[config.mk]
export PLATFORM = sky130hd
export DESIGN_NAME = cbd_ctrl
export DESIGN_NICKNAME = d
export VERILOG_FILES = /design/src/rtl/cbd_pkg.sv /design/src/rtl/cbd_popdiff.sv /design/src/rtl/cbd_ctrl.sv
export SDC_FILE = /design/constraint.sdc
export NUM_CORES = 1
export LEC_CHECK = 0
export CAP_MARGIN = 10
export CORE_UTILIZATION = 40
export DETAILED_ROUTE_END_ITERATION = 10
export HOLD_SLACK_MARGIN = 0.06
export REMOVE_ABC_BUFFERS = 1
export SETUP_SLACK_MARGIN = 0.5
export SLEW_MARGIN = 15
export SYNTH_ARGS = -nofsm -noshare
export SYNTH_HDL_FRONTEND = slang
export SYNTH_SLANG_ARGS = --single-unit
[constraint.sdc]
create_clock -name clk -period 3.6 [get_ports clk]
set_input_delay 0.9 -clock clk [delete_from_list [all_inputs] [get_ports clk]]
set_output_delay 0.9 -clock clk [all_outputs]
set_load 0.01 [all_outputs]
[src/rtl/cbd_pkg.sv]
// rtl/cbd_pkg.sv - shared types and constants for the CBD sampler controller
package cbd_pkg;

  typedef enum logic [1:0] {
    ST_IDLE,
    ST_COLLECT,
    ST_EMIT,
    ST_DONE
  } cbd_state_e;

  localparam int ETA2 = 2;
  localparam int ETA3 = 3;
  localparam int CBD_N_COEF_DEF = 256;

  typedef logic signed [2:0] coef_t;

  // Bit-counter value at which the final bit of a coefficient is accepted.
  function automatic logic [2:0] last_bit_cnt(input logic eta3);
    return eta3 ? 3'(2 * ETA3 - 1) : 3'(2 * ETA2 - 1);
  endfunction

endpackage

[src/rtl/cbd_popdiff.sv]
// rtl/cbd_popdiff.sv - popcount(a) - popcount(b) over collected bits for eta 2 or 3
module cbd_popdiff
  import cbd_pkg::*;
(
  input  logic       eta3,
  input  logic [5:0] bits,
  output coef_t      coef
);

  logic [1:0] pop_a;
  logic [1:0] pop_b;

  // Layout is a in the low eta bits, b in the next eta bits.
  always_comb begin
    if (eta3) begin
      pop_a = 2'(bits[0]) + 2'(bits[1]) + 2'(bits[2]);
      pop_b = 2'(bits[3]) + 2'(bits[4]) + 2'(bits[5]);
    end else begin
      pop_a = 2'(bits[0]) + 2'(bits[1]);
      pop_b = 2'(bits[2]) + 2'(bits[3]);
    end
    coef = coef_t'({1'b0, pop_a} - {1'b0, pop_b});
  end

endmodule

[src/rtl/cbd_ctrl.sv]
// rtl/cbd_ctrl.sv - serial-bit centered binomial coefficient sampler controller
module cbd_ctrl
  import cbd_pkg::*;
#(
  parameter int N_COEF = CBD_N_COEF_DEF,
  parameter int IDX_W  = 8
) (
  input  logic             clk,
  input  logic             rst,
  input  logic             start,
  input  logic             eta_sel,
  input  logic             rnd,
  input  logic             rnd_valid,
  output logic             rnd_ready,
  output logic [2:0]       coef,
  output logic [IDX_W-1:0] coef_idx,
  output logic             coef_valid,
  input  logic             coef_ready,
  output logic             busy,
  output logic             done
);

  localparam logic [IDX_W-1:0] IDX_LAST = IDX_W'(N_COEF - 1);

  cbd_state_e       state_q, state_d;
  logic             eta3_q, eta3_d;
  logic [2:0]       cnt_q, cnt_d;
  logic [5:0]       bits_q, bits_d;
  coef_t            coef_q, coef_d;
  logic [IDX_W-1:0] idx_q, idx_d;
  logic             rnd_ready_q, rnd_ready_d;
  logic             coef_valid_q, coef_valid_d;
  logic             busy_q, busy_d;
  logic             done_q, done_d;

  logic [5:0]       bits_acc;
  coef_t            coef_calc;

  // Fed with the bits including the one being accepted, so coef lands with the EMIT entry.
  cbd_popdiff u_popdiff (
    .eta3 (eta3_q),
    .bits (bits_acc),
    .coef (coef_calc)
  );

  always_comb begin
    state_d  = state_q;
    eta3_d   = eta3_q;
    cnt_d    = cnt_q;
    bits_d   = bits_q;
    coef_d   = coef_q;
    idx_d    = idx_q;
    bits_acc = bits_q | (6'(rnd) << cnt_q);

    case (state_q)
      ST_IDLE: begin
        if (start) begin
          eta3_d  = eta_sel;
          cnt_d   = 3'd0;
          bits_d  = 6'd0;
          idx_d   = '0;
          state_d = ST_COLLECT;
        end
      end
      ST_COLLECT: begin
        if (rnd_valid && rnd_ready_q) begin
          bits_d = bits_acc;
          if (cnt_q == last_bit_cnt(eta3_q)) begin
            coef_d  = coef_calc;
            state_d = ST_EMIT;
          end else begin
            cnt_d = cnt_q + 3'd1;
          end
        end
      end
      ST_EMIT: begin
        if (coef_valid_q && coef_ready) begin
          if (idx_q == IDX_LAST) begin
            idx_d   = '0;
            state_d = ST_DONE;
          end else begin
            idx_d   = idx_q + 1'b1;
            cnt_d   = 3'd0;
            bits_d  = 6'd0;
            state_d = ST_COLLECT;
          end
        end
      end
      ST_DONE: begin
        state_d = ST_IDLE;
      end
      default: state_d = ST_IDLE;
    endcase

    rnd_ready_d  = (state_d == ST_COLLECT);
    coef_valid_d = (state_d == ST_EMIT);
    busy_d       = (state_d != ST_IDLE);
    done_d       = (state_d == ST_DONE);
  end

  always_ff @(posedge clk or negedge rst) begin
    if (!rst) begin
      state_q      <= ST_IDLE;
      eta3_q       <= 1'b0;
      cnt_q        <= 3'd0;
      bits_q       <= 6'd0;
      coef_q       <= '0;
      idx_q        <= '0;
      rnd_ready_q  <= 1'b0;
      coef_valid_q <= 1'b0;
      busy_q       <= 1'b0;
      done_q       <= 1'b0;
    end else begin
      state_q      <= state_d;
      eta3_q       <= eta3_d;
      cnt_q        <= cnt_d;
      bits_q       <= bits_d;
      coef_q       <= coef_d;
      idx_q        <= idx_d;
      rnd_ready_q  <= rnd_ready_d;
      coef_valid_q <= coef_valid_d;
      busy_q       <= busy_d;
      done_q       <= done_d;
    end
  end

  assign rnd_ready  = rnd_ready_q;
  assign coef       = coef_q;
  assign coef_idx   = idx_q;
  assign coef_valid = coef_valid_q;
  assign busy       = busy_q;
  assign done       = done_q;

endmodule
# After elaboration in Yosys (flattened, before gate mapping)
# Cells that the tools add are included.
totals:
  reg_bits: 27
  in_bits: 7
  out_inout_bits: 15
op_classes:
  bitwise_logic: 1
  n_eq_ne: 13
  n_addsub: 8
  reduce_logical: 11
  shift: 1
  muxes: 24
ops:
  columns: ["operator", "n"]
  rows:
  - ["$mux 6", 4]
  - ["$mux 8", 3]
  - ["$mux 3", 6]
  - ["$pmux 6 s3", 1]
  - ["$pmux 8 s2", 1]
  - ["$mux 2", 7]
  - ["$ne 2x2->1 const B", 5]
  - ["$pmux 3 s3", 1]
  - ["$add 8x1->8 const B", 1]
  - ["$eq 2x2->1 const B", 4]
  - ["$eq 8x8->1 const B", 1]
  - ["$pmux 2 s4", 1]
  - ["$add 1x1->2", 3]
  - ["$or 6x6->6", 1]
  - ["$reduce_and 3->1", 2]
  - ["$reduce_and 6->1", 1]
  - ["$shl 1x3->6", 1]
  - ["$reduce_and 5->1", 1]
  - ["$add 2x1->2", 2]
  - ["$eq 2x1->1 const B", 2]
  - ["$reduce_bool 2->1", 2]
  - ["$add 3x1->3 const B", 1]
  - ["$eq 3x3->1", 1]
  - ["$reduce_bool 3->1", 1]
  - ["4 further kinds", 5]

# Longest topological paths before layout
# Gate-level depths: netlist of run 1.
logic_depth:
  ltp_word: 6
  mapped_depth: 10
  ltp_nobuf: 9

# Cells and area by module
# Synthesis of run 1 repeated with hierarchy kept, for this count alone.
hier_totals:
  cells_unflattened: 149
  hier_area_um2: 1544.0
by_module_without_submodules:
  columns: ["module", "area_per_inst_um2", "cells_per_inst", "seq_area_each_um2", "instances"]
  rows:
  - ["cbd_ctrl", 1371.3, 131, 675.6, 1]
  - ["cbd_popdiff", 172.7, 18, 0.0, 1]

# Least setup slack after synthesis of run 1
# No wires, ideal clock.
synth_path:
  kind: "input to register"
  start: "input port rnd"
  end: "register coef_q[1] (netlist: coef[1])"
  setup_ps: 125
  setup_slack_ps: 670
  n_path_buf: 0
  arrival_time_ps: 2805
  stages: 9
  cell_sequence: "nor2b_1 a31o_2 inv_1 fa_1 a21oi_1 ha_1 inv_1 fa_1 mux2_4"
synth_via:
  elab_chain_cells: 6
synth_lines:
  columns: ["element", "line", "text"]
  rows:
  - ["start: declaration", "cbd_ctrl.sv:12", "input logic rnd,"]
  - ["$shl 1x3->6 *", "cbd_ctrl.sv:53", "bits_acc = bits_q | (6'(rnd) << cnt_q);"]
  - ["$or 6x6->6 *", "cbd_ctrl.sv:53", null]
  - ["$add 1x1->2 (on tied branches)", "cbd_popdiff.sv:16, cbd_popdiff.sv:19, cbd_popdiff.sv:17", null]
  - ["$add 2x1->2 (on tied branches)", "cbd_popdiff.sv:16, cbd_popdiff.sv:17", null]
  - ["$mux 2", "cbd_popdiff.sv:15", "if (eta3) begin"]
  - ["$sub 2x2->3 *", "cbd_popdiff.sv:22", "coef = coef_t'({1'b0, pop_a} - {1'b0, pop_b});"]
  - ["net coef_calc[1]", "cbd_ctrl.sv:37", "coef_t coef_calc;"]
  - ["end signal: assignment", "cbd_ctrl.sv:118", "coef_q <= coef_d;"]
  - ["end: declaration", "cbd_ctrl.sv:29", "coef_t coef_q, coef_d;"]
# Mark *: on every way through the listed nets, which the timed path passes. The rest lies on a longest branch.
# A chain may end at the register's enable or synchronous reset.

# Final worst setup path of run 1
# Ends and elaborated chain as after synthesis.

==> results of run 1 <==
[metrics by stage]
| stage | hold slack (ns) | utilization [%] | setup slack [ns] | total power, uW | std cells |
|---|---|---|---|---|---|
| after detailed placement | 0.496 | 48.8 | 0.0445 | 1040 | 222 |
| after global placement | 0.486 | 48.8 | 0.0866 | 1020 | 222 |
| after global routing | 0.531 | 50.8 | 0.568 | 1350 | 226 |
| after CTS | 0.519 | 50.8 | 0.656 | 1250 | 226 |
| final | 0.515 | 50.8 | 0.631 | 1240 | 226 |
| after floorplan | 0.463 | - | 0.665 | 849 | 151 |
[routing by layer]
layer	routed length [microns]	share of wire (%)	vias up	track usage [%]
li1	-	-	594	-
met1	1640	48	592	24.5
met2	1630	48	25	29.5
met3	112	3.3	4	2.64
met4	27	0.79	0	4.17
met5	0	0	-	0
[how the worst min path moves through the flow]
| stage | start | endpoint | slack, ns |
|---|---|---|---|
| after floorplan | bits_q[4]$_DFFE_PN0P_ | bits_q[4]$_DFFE_PN0P_ | 0.46 |
| after CTS | bits_q[5]$_DFFE_PN0P_ | bits_q[5]$_DFFE_PN0P_ | 0.52 |
| after global routing | coef[1]$_DFFE_PN0P_ | coef[1]$_DFFE_PN0P_ | 0.53 |
| final | bits_q[5]$_DFFE_PN0P_ | bits_q[5]$_DFFE_PN0P_ | 0.52 |
| after global placement | bits_q[4]$_DFFE_PN0P_ | bits_q[4]$_DFFE_PN0P_ | 0.49 |
| after detailed placement | bits_q[5]$_DFFE_PN0P_ | bits_q[5]$_DFFE_PN0P_ | 0.50 |
[power breakdown]
part	switching [uW]	total [uW]	internal, uW
sequential	112	497	385
clock	97.2	176	78.6
combinational	294	563	270
[registers in the layout (all words and copies together) (netlist names)]
signal      cells
coef_valid      1
done            1
state_q         2
eta3_q          1
coef_idx        8
rnd_ready       1
coef            3
busy            1
bits_q          6
cnt_q           3
[synth_stat cells, types with 3 or more instances]
master,instances
a31o_2,4
inv_1,10
nor3b_1,3
mux2i_1,3
nor2b_1,4
nand3_1,4
dfrtp_1,27
nor2_1,18
ha_1,5
o21ai_0,7
a21oi_1,10
nand2_1,16
fa_1,3
buf_6,3
[cell type report]
cell class,count,share of cell area (%)
multi-input combinational,114,44.6
sequential,27,35.8
timing repair buffer,23,11.9
inverter,10,1.99
clock buffer,3,2.19
tap,48,3.18
clock inverter,1,0.398
[timing repair]
action | in CTS | in global routing
gates resized for setup | 6 | 0
hold endpoints to repair | 0 | 0
setup endpoints to repair | 1 | 0
[critical path, stage by stage]
cell	delay [ns]
dlygate4sd2_1	0.25
nor2b_4	0.14
a31o_4	0.27
fa_1	0.47
mux2i_1	0.17
ha_2	0.19
inv_1	0.04
fa_1	0.43
mux2_4	0.27
[cell families after synthesis]
family                     share of synthesized area, %
muxes                                              3.59
AOI/OAI and AO/OA                                  17.8
and+or+nand+nor                                    20.4
adders and majority gates                          7.82
xor gates and xnor gates                           2.23
DFF                                                43.1
buffers and inverters                              5.10
==> qor.txt, run 1 <==
Worst R2R Setup Slack -> 0.87 ns
Power density over cell area -> 655 nW/um^2
H-tree Lvls -> 1
Pleak -> 0.000813 uW
Outcome -> completed
Maximum vdd drop -> 0.337 mV
Setup bufs post-CTS -> 0
Initial DRC Count -> 97
Max_cap viols -> 0
Cells after Synth -> 156
Critical path class -> input port to flop
Total clock sinks -> 27
Critical Path Source -> rnd
Reg2Reg Depth -> 8
Layout Skew -> 0.00287 ns
Area leader, netlist -> dfrtp_1
Num ports -> 22
Nets -> 194
DRC violations left -> 0
Relative slew slack -> 57.7%
Placed Instance Area -> 1810 sq um
Distinct cells, synth -> 44
Setup TNS -> 0 ns
Worst Setup End Kind -> flop
Most common cell after layout, fill and taps aside -> dfrtp_1
Finish-stage setup viols -> 0
Full die area -> 4180 sq um
Multi-input logic area -> 841 sq um
Worst r2r src -> cnt_q[0]$_DFFE_PN0P_
Sequential area share after synthesis -> 43.1%
Synth warn -> 0
Critical path arrival -> 3.14 ns
Worst skew pair latency -> 0.27 ns
Worst Setup Start Kind -> input port
Core footprint -> 3720 sq um
Total GRT Usage -> 17.8%
Final wirelength -> 3410 microns
RSZ-0062 raised after global routing -> false
Ys async rst share -> 100%
Num rows -> 22
Vias in the first global route -> 1,194
First-pass GRT wire length -> 5720 microns
Area growth, synth to finish -> 20.3%
GR Overflow Total -> 0
Max-slew violation count -> 0
CTS Buf Count -> 3
Seq. cell area -> 676 sq um
CP required -> 3.77 ns
HPWL after DPL -> 2580 microns
Number of flops mapped to enable cells by yosys -> 0
Syn Std Cell Area -> 1570 sq um
Clock tree buffer depth -> 2
Detail Route Antenna Nets -> 0
Initial antenna violation count -> 0
Tmin final -> 2.97 ns
Cts hold-fix bufs -> 0
Area fraction of the dominant cell type after synthesis -> 43.1%
Main area contributors after synthesis -> dfrtp_1 43%, nor2_1 4.3%, ha_1 4.0%, fa_1 3.8%, nand2_1 3.8%
Tcrit/Tclk final -> 82.5%
Chip height -> 64.6 microns
Share of post-route cells with drive strength above 1 -> 11.2%
Main synth FF type -> dfrtp_1
Fmax -> 337 MHz
ANT cells -> 0
Post-DR wirelength/cell -> 15.1 microns
#FFs+latches synth -> 27
Worst-Margin Slew -> 0.634 ns
CTS tree -> done
Fillers -> 355
Type of the worst min-delay path -> flop to flop
Synth Area per Inst -> 10.1 sq um
DR pass1 iterations -> 4
Root buf cell -> clkbuf_8
Die Span X -> 64.6 microns
Largest net degree at the start of global routing -> 28
Initial Utilization -> 42.2%
PortBufs -> 21
Via count -> 1,215
Worst Hold Depth -> 2
Finished Cell Area -> 1890 sq um
Commonest non-fill, non-tap cells in the layout -> 27 x dfrtp_1, 20 x clkdlybuf4s50_1, 18 x nor2_1, 16 x nand2_1
FF-to-FF End -> coef[1]$_DFFE_PN0P_
RePlAce Congestion -> 0.842
Worst-path clk slew -> 0.10 ns
Final hold violation count -> 0
CP Max Fanout -> 4
Worst Setup EP -> coef[1]$_DFFE_PN0P_
Vias per inst -> 5.38
No activity file was read; power rests on OpenSTA's default activity.
==> inputs of run 2 (changes only) <==
==> constraint.sdc (replaced) <==
create_clock -name clk -period 2.7 [get_ports clk]
set_input_delay 0.675 -clock clk [delete_from_list [all_inputs] [get_ports clk]]
set_output_delay 0.675 -clock clk [all_outputs]
set_load 0.01 [all_outputs]
==> run 2 against run 1 <==
Against the previous run:
- clock skew grew 0.00091 ns
- clock power grew 34%
- critical endpoint unchanged
- via count grew 4.0%
- highest routed layer unchanged
- critical path depth is the same
- combinational power grew 73%
==> qor.txt, run 2 (synthesis gave the netlist of run 1 again) <==
Critical path class -> input port to flop
Cts hold-fix bufs -> 0 (unchanged)
Final Non-Filler Cells -> 236 (+4.4%)
Final wirelength -> 3630 microns (+6.4%)
Tcrit/Tclk final -> 93.4%
Die Span X -> 64.6 microns (unchanged)
Vias in the first global route -> 1,261 (+5.6%)
Placed insts -> 228 (+2.7%)
Root buf cell -> clkbuf_8
Num rows -> 22 (unchanged)
Clk network pwr share -> 12.7% (-1.5 points)
Reg2Reg Depth -> 8 (unchanged)
Total GRT Usage -> 19.2% (+1.4 points)
Final hold violation count -> 0 (unchanged)
Worst Setup End Kind -> flop
Worst Setup EP -> coef[1]$_DFFE_PN0P_
Full die area -> 4180 sq um (unchanged)
Relative slew slack -> 70.6% (+13 points)
CTS tree -> done
Via count -> 1,264 (+4.0%)
CP Max Fanout -> 4 (unchanged)
Max_cap viols -> 0 (unchanged)
Switch Pwr -> 755 uW (+50%)
Initial DRC Count -> 75 (-23%)
Core footprint -> 3720 sq um (unchanged)
Combinational share of power -> 52.4% (+6.8 points)
Vias per inst -> 5.36 (-0.38%)
Worst-Margin Slew -> 0.441 ns (-0.193 ns)
Commonest non-fill, non-tap cells in the layout -> 24 x dfrtp_1, 20 x clkdlybuf4s50_1, 18 x nor2_1, 16 x nand2_1, 12 x buf_4
Power density over cell area -> 917 nW/um^2 (+40%)
Post-DR wirelength/cell -> 15.4 microns (+1.9%)
RSZ-0062 raised after global routing -> true
Area growth, synth to finish -> 28.9%
Pre-CTS setup slack -> -0.632 ns (-0.676 ns)
Initial antenna violation count -> 0 (unchanged)
Initial Utilization -> 42.2% (unchanged)
ANT cells -> 0 (unchanged)
Maximum vdd drop -> 0.467 mV (+39%)
Fmax -> 396 MHz
Most common cell after layout, fill and taps aside -> dfrtp_1
PortBufs -> 21 (unchanged)
Pleak -> 0.000870 uW (+7.0%)
Num ports -> 22 (unchanged)
Max-slew violation count -> 0 (unchanged)
DR pass1 iterations -> 4 (unchanged)
Layout Skew -> 0.00379 ns (+0.000913 ns)
FF-to-FF End -> coef[1]$_DFFE_PN0P_
CTS Buf Count -> 3 (unchanged)
H-tree Lvls -> 1 (unchanged)
CP required -> 2.87 ns (-0.90 ns)
Worst r2r src -> cnt_q[0]$_DFFE_PN0P_
DRC violations left -> 0 (unchanged)
Nets -> 204 (+5.2%)
RePlAce Congestion -> 0.876 (+4.0%)
Worst skew pair latency -> 0.28 ns (about the same)
Type of the worst min-delay path -> flop to flop
Max reg flops -> 8 (unchanged)
GR Overflow Total -> 0 (unchanged)
Worst-path clk slew -> 0.09 ns (about the same)
Outcome -> completed
Worst R2R Setup Slack -> 0.20 ns (-0.67 ns)
Setup TNS -> 0 ns (unchanged)
Worst Setup Start Kind -> input port
P_int -> 1100 uW (+50%)
Finish-stage setup viols -> 0 (unchanged)
Sw Share -> 40.7% (about the same)
Critical path arrival -> 2.69 ns (-0.45 ns)
Tot Pwr -> 1860 uW (+50%)
Share of post-route cells with drive strength above 1 -> 21.3% (+10 points)
Detail Route Antenna Nets -> 0 (unchanged)
Critical Path Source -> rnd
Largest net degree at the start of global routing -> 28 (unchanged)
First-pass GRT wire length -> 6000 microns (+4.9%)
Chip height -> 64.6 microns (unchanged)
PnR worst setup slack -> 0.178 ns (-0.453 ns)
Register share of total power -> 34.9% (-5.3 points)
Tmin final -> 2.52 ns
Total clock sinks -> 27 (unchanged)
Clock tree buffer depth -> 2 (unchanged)
HPWL after DPL -> 2550 microns (-0.97%)
## run 2: changes by cell type in the layout (fill, tap and decap cells not counted), sizes merged
cell	delta
buf	+11
dlygate4sd2	-1
## run 2: critical path, cell delays in order
cell and delay (ns):
buf_6 0.09, nor2b_4 0.14, a31o_4 0.24, fa_1 0.54
mux2i_1 0.08, ha_2 0.20, inv_2 0.05, fa_2 0.41
mux2_4 0.26
## run 2: area by class of cell
class	instances	area, sq um
Tap cell	48	60.1
Sequential cell	27	679
Multi-Input combinational cell	114	896
Inverter	10	37.5
Clock buffer	3	41.3
Fill cell	331	1690
Timing Repair Buffer	33	302
Clock inverter	1	7.51
## run 2: routing by layer
| metal | share of wire, % | wire [microns] | GRT usage [%] |
|---|---|---|---|
| met1 | 45 | 1650 | 24.6 |
| met3 | 3.5 | 128 | 4.05 |
| met2 | 49 | 1800 | 31.3 |
| met4 | 1.6 | 57 | 8.33 |
| met5 | 0 | 0 | 0 |
## run 2: worst min path at each step
stage / endpoint / slack, ns / from / depth (start not counted)
after floorplan: bits_q[0]$_DFFE_PN0P_ / 0.38 / rst / 0
after global placement: bits_q[5]$_DFFE_PN0P_ / 0.49 / bits_q[5]$_DFFE_PN0P_ / 2
after detailed placement: bits_q[3]$_DFFE_PN0P_ / 0.49 / bits_q[3]$_DFFE_PN0P_ / 2
after CTS: bits_q[4]$_DFFE_PN0P_ / 0.53 / bits_q[4]$_DFFE_PN0P_ / 2
after global routing: coef[1]$_DFFE_PN0P_ / 0.55 / coef[1]$_DFFE_PN0P_ / 1
final: coef[0]$_DFFE_PN0P_ / 0.53 / coef[0]$_DFFE_PN0P_ / 2
## run 2: repair_timing
item	CTS	global route
resized for setup	19	4
endpoints found under the setup margin	3	2
pin swaps	7	5
buffers inserted	2	2
## run 2: power by group through the flow
| stage | Clock [uW] | Combinational [uW] | Sequential (uW) |
|---|---|---|---|
| 3_5_place_dp | 0 | 800 | 635 |
| 5_1_grt | 258 | 1080 | 662 |
| 3_3_place_gp | 0 | 775 | 632 |
| 4_1_cts | 248 | 908 | 642 |
| 2_1_floorplan | 0 | 498 | 634 |
| 6_report | 235 | 973 | 647 |
## run 2: stage by stage
stage	util [%]	cell area [sq um]	hold slack (ns)
2_1_floorplan	-	1530	0.379
3_3_place_gp	50.0	1860	0.488
3_5_place_dp	50.0	1860	0.490
4_1_cts	53.4	1980	0.525
5_1_grt	54.4	2020	0.552
6_report	54.4	2020	0.527
==> inputs of run 3 (changes only) <==
--- a/config.mk
+++ b/config.mk
@@ -6,9 +6,10 @@
 export NUM_CORES = 1
 export LEC_CHECK = 0
 export CAP_MARGIN = 10
-export CORE_UTILIZATION = 40
+export CORE_UTILIZATION = 48
 export DETAILED_ROUTE_END_ITERATION = 10
 export HOLD_SLACK_MARGIN = 0.06
+export PLACE_DENSITY = 0.74
 export REMOVE_ABC_BUFFERS = 1
 export SETUP_SLACK_MARGIN = 0.5
 export SLEW_MARGIN = 15
==> run 3 against run 2 <==
Against the previous run:
- cell area shrank 1.4%
- clock skew grew 0.0014 ns
- critical path depth is the same
- register-to-register slack lost 0.02 ns
- clock power shrank 23%
- total power shrank 1.5%
- global-route usage grew 4.3 points
- fmax is essentially flat
- sequential power is essentially flat
- combinational power is essentially flat
- hold slack gained 0.0066 ns
- highest routed layer unchanged
==> qor.txt, run 3 (synthesis gave the netlist of run 1 again) <==
Vias per inst -> 5.64 (+5.2%)
Final hold violation count -> 0 (unchanged)
DRC violations left -> 0 (unchanged)
Clk network pwr share -> 10.0% (-2.7 points)
Worst Setup EP -> coef[1]$_DFFE_PN0P_
Full die area -> 3500 sq um (-16%)
Worst R2R Setup Slack -> 0.18 ns (-0.02 ns)
Worst Setup End Kind -> flop
Placed Instance Area -> 1850 sq um (-0.27%)
Nets -> 206 (+0.98%)
Core footprint -> 3080 sq um (-17%)
P_int -> 1070 uW (-2.8%)
Slowest-stage cell, CP -> fa_1
Switch Pwr -> 758 uW (+0.43%)
Num ports -> 22 (unchanged)
PortBufs -> 21 (unchanged)
Critical path class -> flop to flop
Multi-input logic area -> 888 sq um (-0.84%)
CP Max Fanout -> 4 (unchanged)
CP required -> 2.93 ns (+0.06 ns)
Pleak -> 0.000869 uW (about the same)
GRT met1 Usage -> 32.5% (+7.9 points)
Total GRT Usage -> 23.5% (+4.3 points)
Critical Path Source -> cnt_q[2]$_DFFE_PN0P_
Root buf cell -> clkbuf_4
Area growth, synth to finish -> 27.1%
Worst-path cell chain -> nor2b_4 > a31o_4 > inv_2 > fa_1 > a21oi_2 > ha_2 > inv_2 > fa_2 > mux2_4
ANT cells -> 0 (unchanged)
Vias in the first global route -> 1,353 (+7.3%)
Max_cap viols -> 0 (unchanged)
HPWL after DPL -> 2440 microns (-4.7%)
GRT busiest layer -> met2
Initial antenna violation count -> 0 (unchanged)
Chip height -> 59.2 microns (-8.4%)
Die Span X -> 59.2 microns (-8.4%)
Met2 Use GR -> 36.9% (+5.5 points)
Critical path arrival -> 2.75 ns (+0.06 ns)
Initial DRC Count -> 50 (-33%)
Relative slew slack -> 70.5% (about the same)
Total clock sinks -> 27 (unchanged)
Max-slew violation count -> 0 (unchanged)
Register share of total power -> 35.2% (+0.3 points)
Layout Utilization -> 64.8% (+10 points)
Detail Route Antenna Nets -> 0 (unchanged)
Met3 usage -> 3.71% (-0.34 points)
CTS tree -> done
Worst skew pair latency -> 0.32 ns (+0.04 ns)
H-tree Lvls -> 1 (unchanged)
Layout Skew -> 0.00515 ns (+0.00136 ns)
Tot Pwr -> 1830 uW (-1.5%)
Commonest non-fill, non-tap cells in the layout -> 26 x dfrtp_1, 20 x clkdlybuf4s50_1, 18 x nor2_1, 16 x nand2_1, 14 x buf_4
Sw Share -> 41.5% (+0.78 points)
Crit-path max cell delay -> 0.55 ns (about the same)
Outcome -> completed
Final wirelength -> 3620 microns (-0.14%)
FF-to-FF End -> coef[1]$_DFFE_PN0P_
DR pass1 iterations -> 4 (unchanged)
Reg2Reg Depth -> 9 (+1)
Post-DR wirelength/cell -> 15.5 microns (+0.72%)
Fmax -> 396 MHz (about the same)
Maximum vdd drop -> 0.471 mV (+0.76%)
RePlAce Congestion -> 0.863 (-1.5%)
Worst-Margin Slew -> 0.442 ns (+0.000986 ns)
CTS Buf Count -> 3 (unchanged)
Via count -> 1,319 (+4.4%)
Worst Setup Start Kind -> flop
Combinational share of power -> 54.8% (+2.4 points)
Initial Utilization -> 51.0% (+8.8 points)
Fillers -> 259 (-22%)
Beginning of the worst hold path -> coef[0]$_DFFE_PN0P_
Tcrit/Tclk final -> 93.5% (about the same)
Most common cell after layout, fill and taps aside -> dfrtp_1
Finish-stage setup viols -> 0 (unchanged)
Worst r2r src -> cnt_q[2]$_DFFE_PN0P_
Worst-path clk slew -> 0.15 ns (+0.06 ns)
Type of the worst min-delay path -> flop to flop
Num rows -> 20 (-9.1%)
RSZ-0062 raised after global routing -> true
Max reg flops -> 8 (unchanged)
Finished Cell Area -> 1990 sq um (-1.4%)
Clock tree buffer depth -> 2 (unchanged)
Largest net degree at the start of global routing -> 28 (unchanged)
GR Overflow Total -> 0 (unchanged)
Seq. cell area -> 677 sq um (-0.37%)
Share of post-route cells with drive strength above 1 -> 22.1% (+0.83 points)
Tmin final -> 2.52 ns (+0.00121 ns)
First-pass GRT wire length -> 6170 microns (+2.7%)
Power density over cell area -> 917 nW/um^2 (about the same)
Top cell by count, worst path -> inv_2
-- run 3: worst min-delay path by stage --
stage	slack (ns)	to	cells past startpoint
4_1_cts	0.53	bits_q[3]$_DFFE_PN0P_	2
6_report	0.53	coef[0]$_DFFE_PN0P_	2
2_1_floorplan	0.38	bits_q[0]$_DFFE_PN0P_	0
3_5_place_dp	0.49	bits_q[4]$_DFFE_PN0P_	2
3_3_place_gp	0.50	bits_q[4]$_DFFE_PN0P_	2
5_1_grt	0.56	coef[0]$_DFFE_PN0P_	2
-- run 3: power by group through the flow --
stage / registers (uW) / logic (uW) / clock network, uW
CTS: 636 / 942 / 182
global route: 658 / 1120 / 202
global placement: 628 / 765 / 0
detailed placement: 631 / 795 / 0
floorplan: 634 / 498 / 0
finish: 644 / 1000 / 182
-- run 3: area by class of cell --
type | count | area share, %
flip-flops and latches | 27 | 33.9
well taps | 44 | 2.76
multi-input cells | 114 | 44.5
clock buffers | 4 | 1.32
inverters | 10 | 1.88
repair buffers | 35 | 15.6
-- run 3: per-layer routing --
layer | vias to the layer above | routed length, microns
li1 | 623 | -
met1 | 654 | 1700
met2 | 36 | 1720
met3 | 6 | 158
met4 | 0 | 44
met5 | - | 0
-- run 3: worst max-delay path, delay by kind of cell, from the launching register on --
family	cells	cell delay, ns
adders and majority gates	3	1.16
DFF	1	0.47
muxes	1	0.26
AOI/OAI and AO/OA	2	0.24
and+or+nand+nor	1	0.20
buffers and inverters	2	0.09
-- run 3: what timing repair did --
item,CTS,global route
gates resized for setup,19,4
pin swaps,10,4
setup endpoints to repair,3,2
hold endpoints to repair,0,0
buffers inserted,4,2
hold buffers,0,0
-- run 3: through the flow --
stage	setup TNS, ns	cells	hold WS (ns)	setup slack, ns
finish	0	234	0.534	0.177
global route	0	234	0.560	0.114
CTS	0	232	0.531	0.181
detailed placement	-1.04	224	0.495	-0.613
global placement	-0.987	224	0.495	-0.585
floorplan	-0.0101	151	0.379	-0.0101
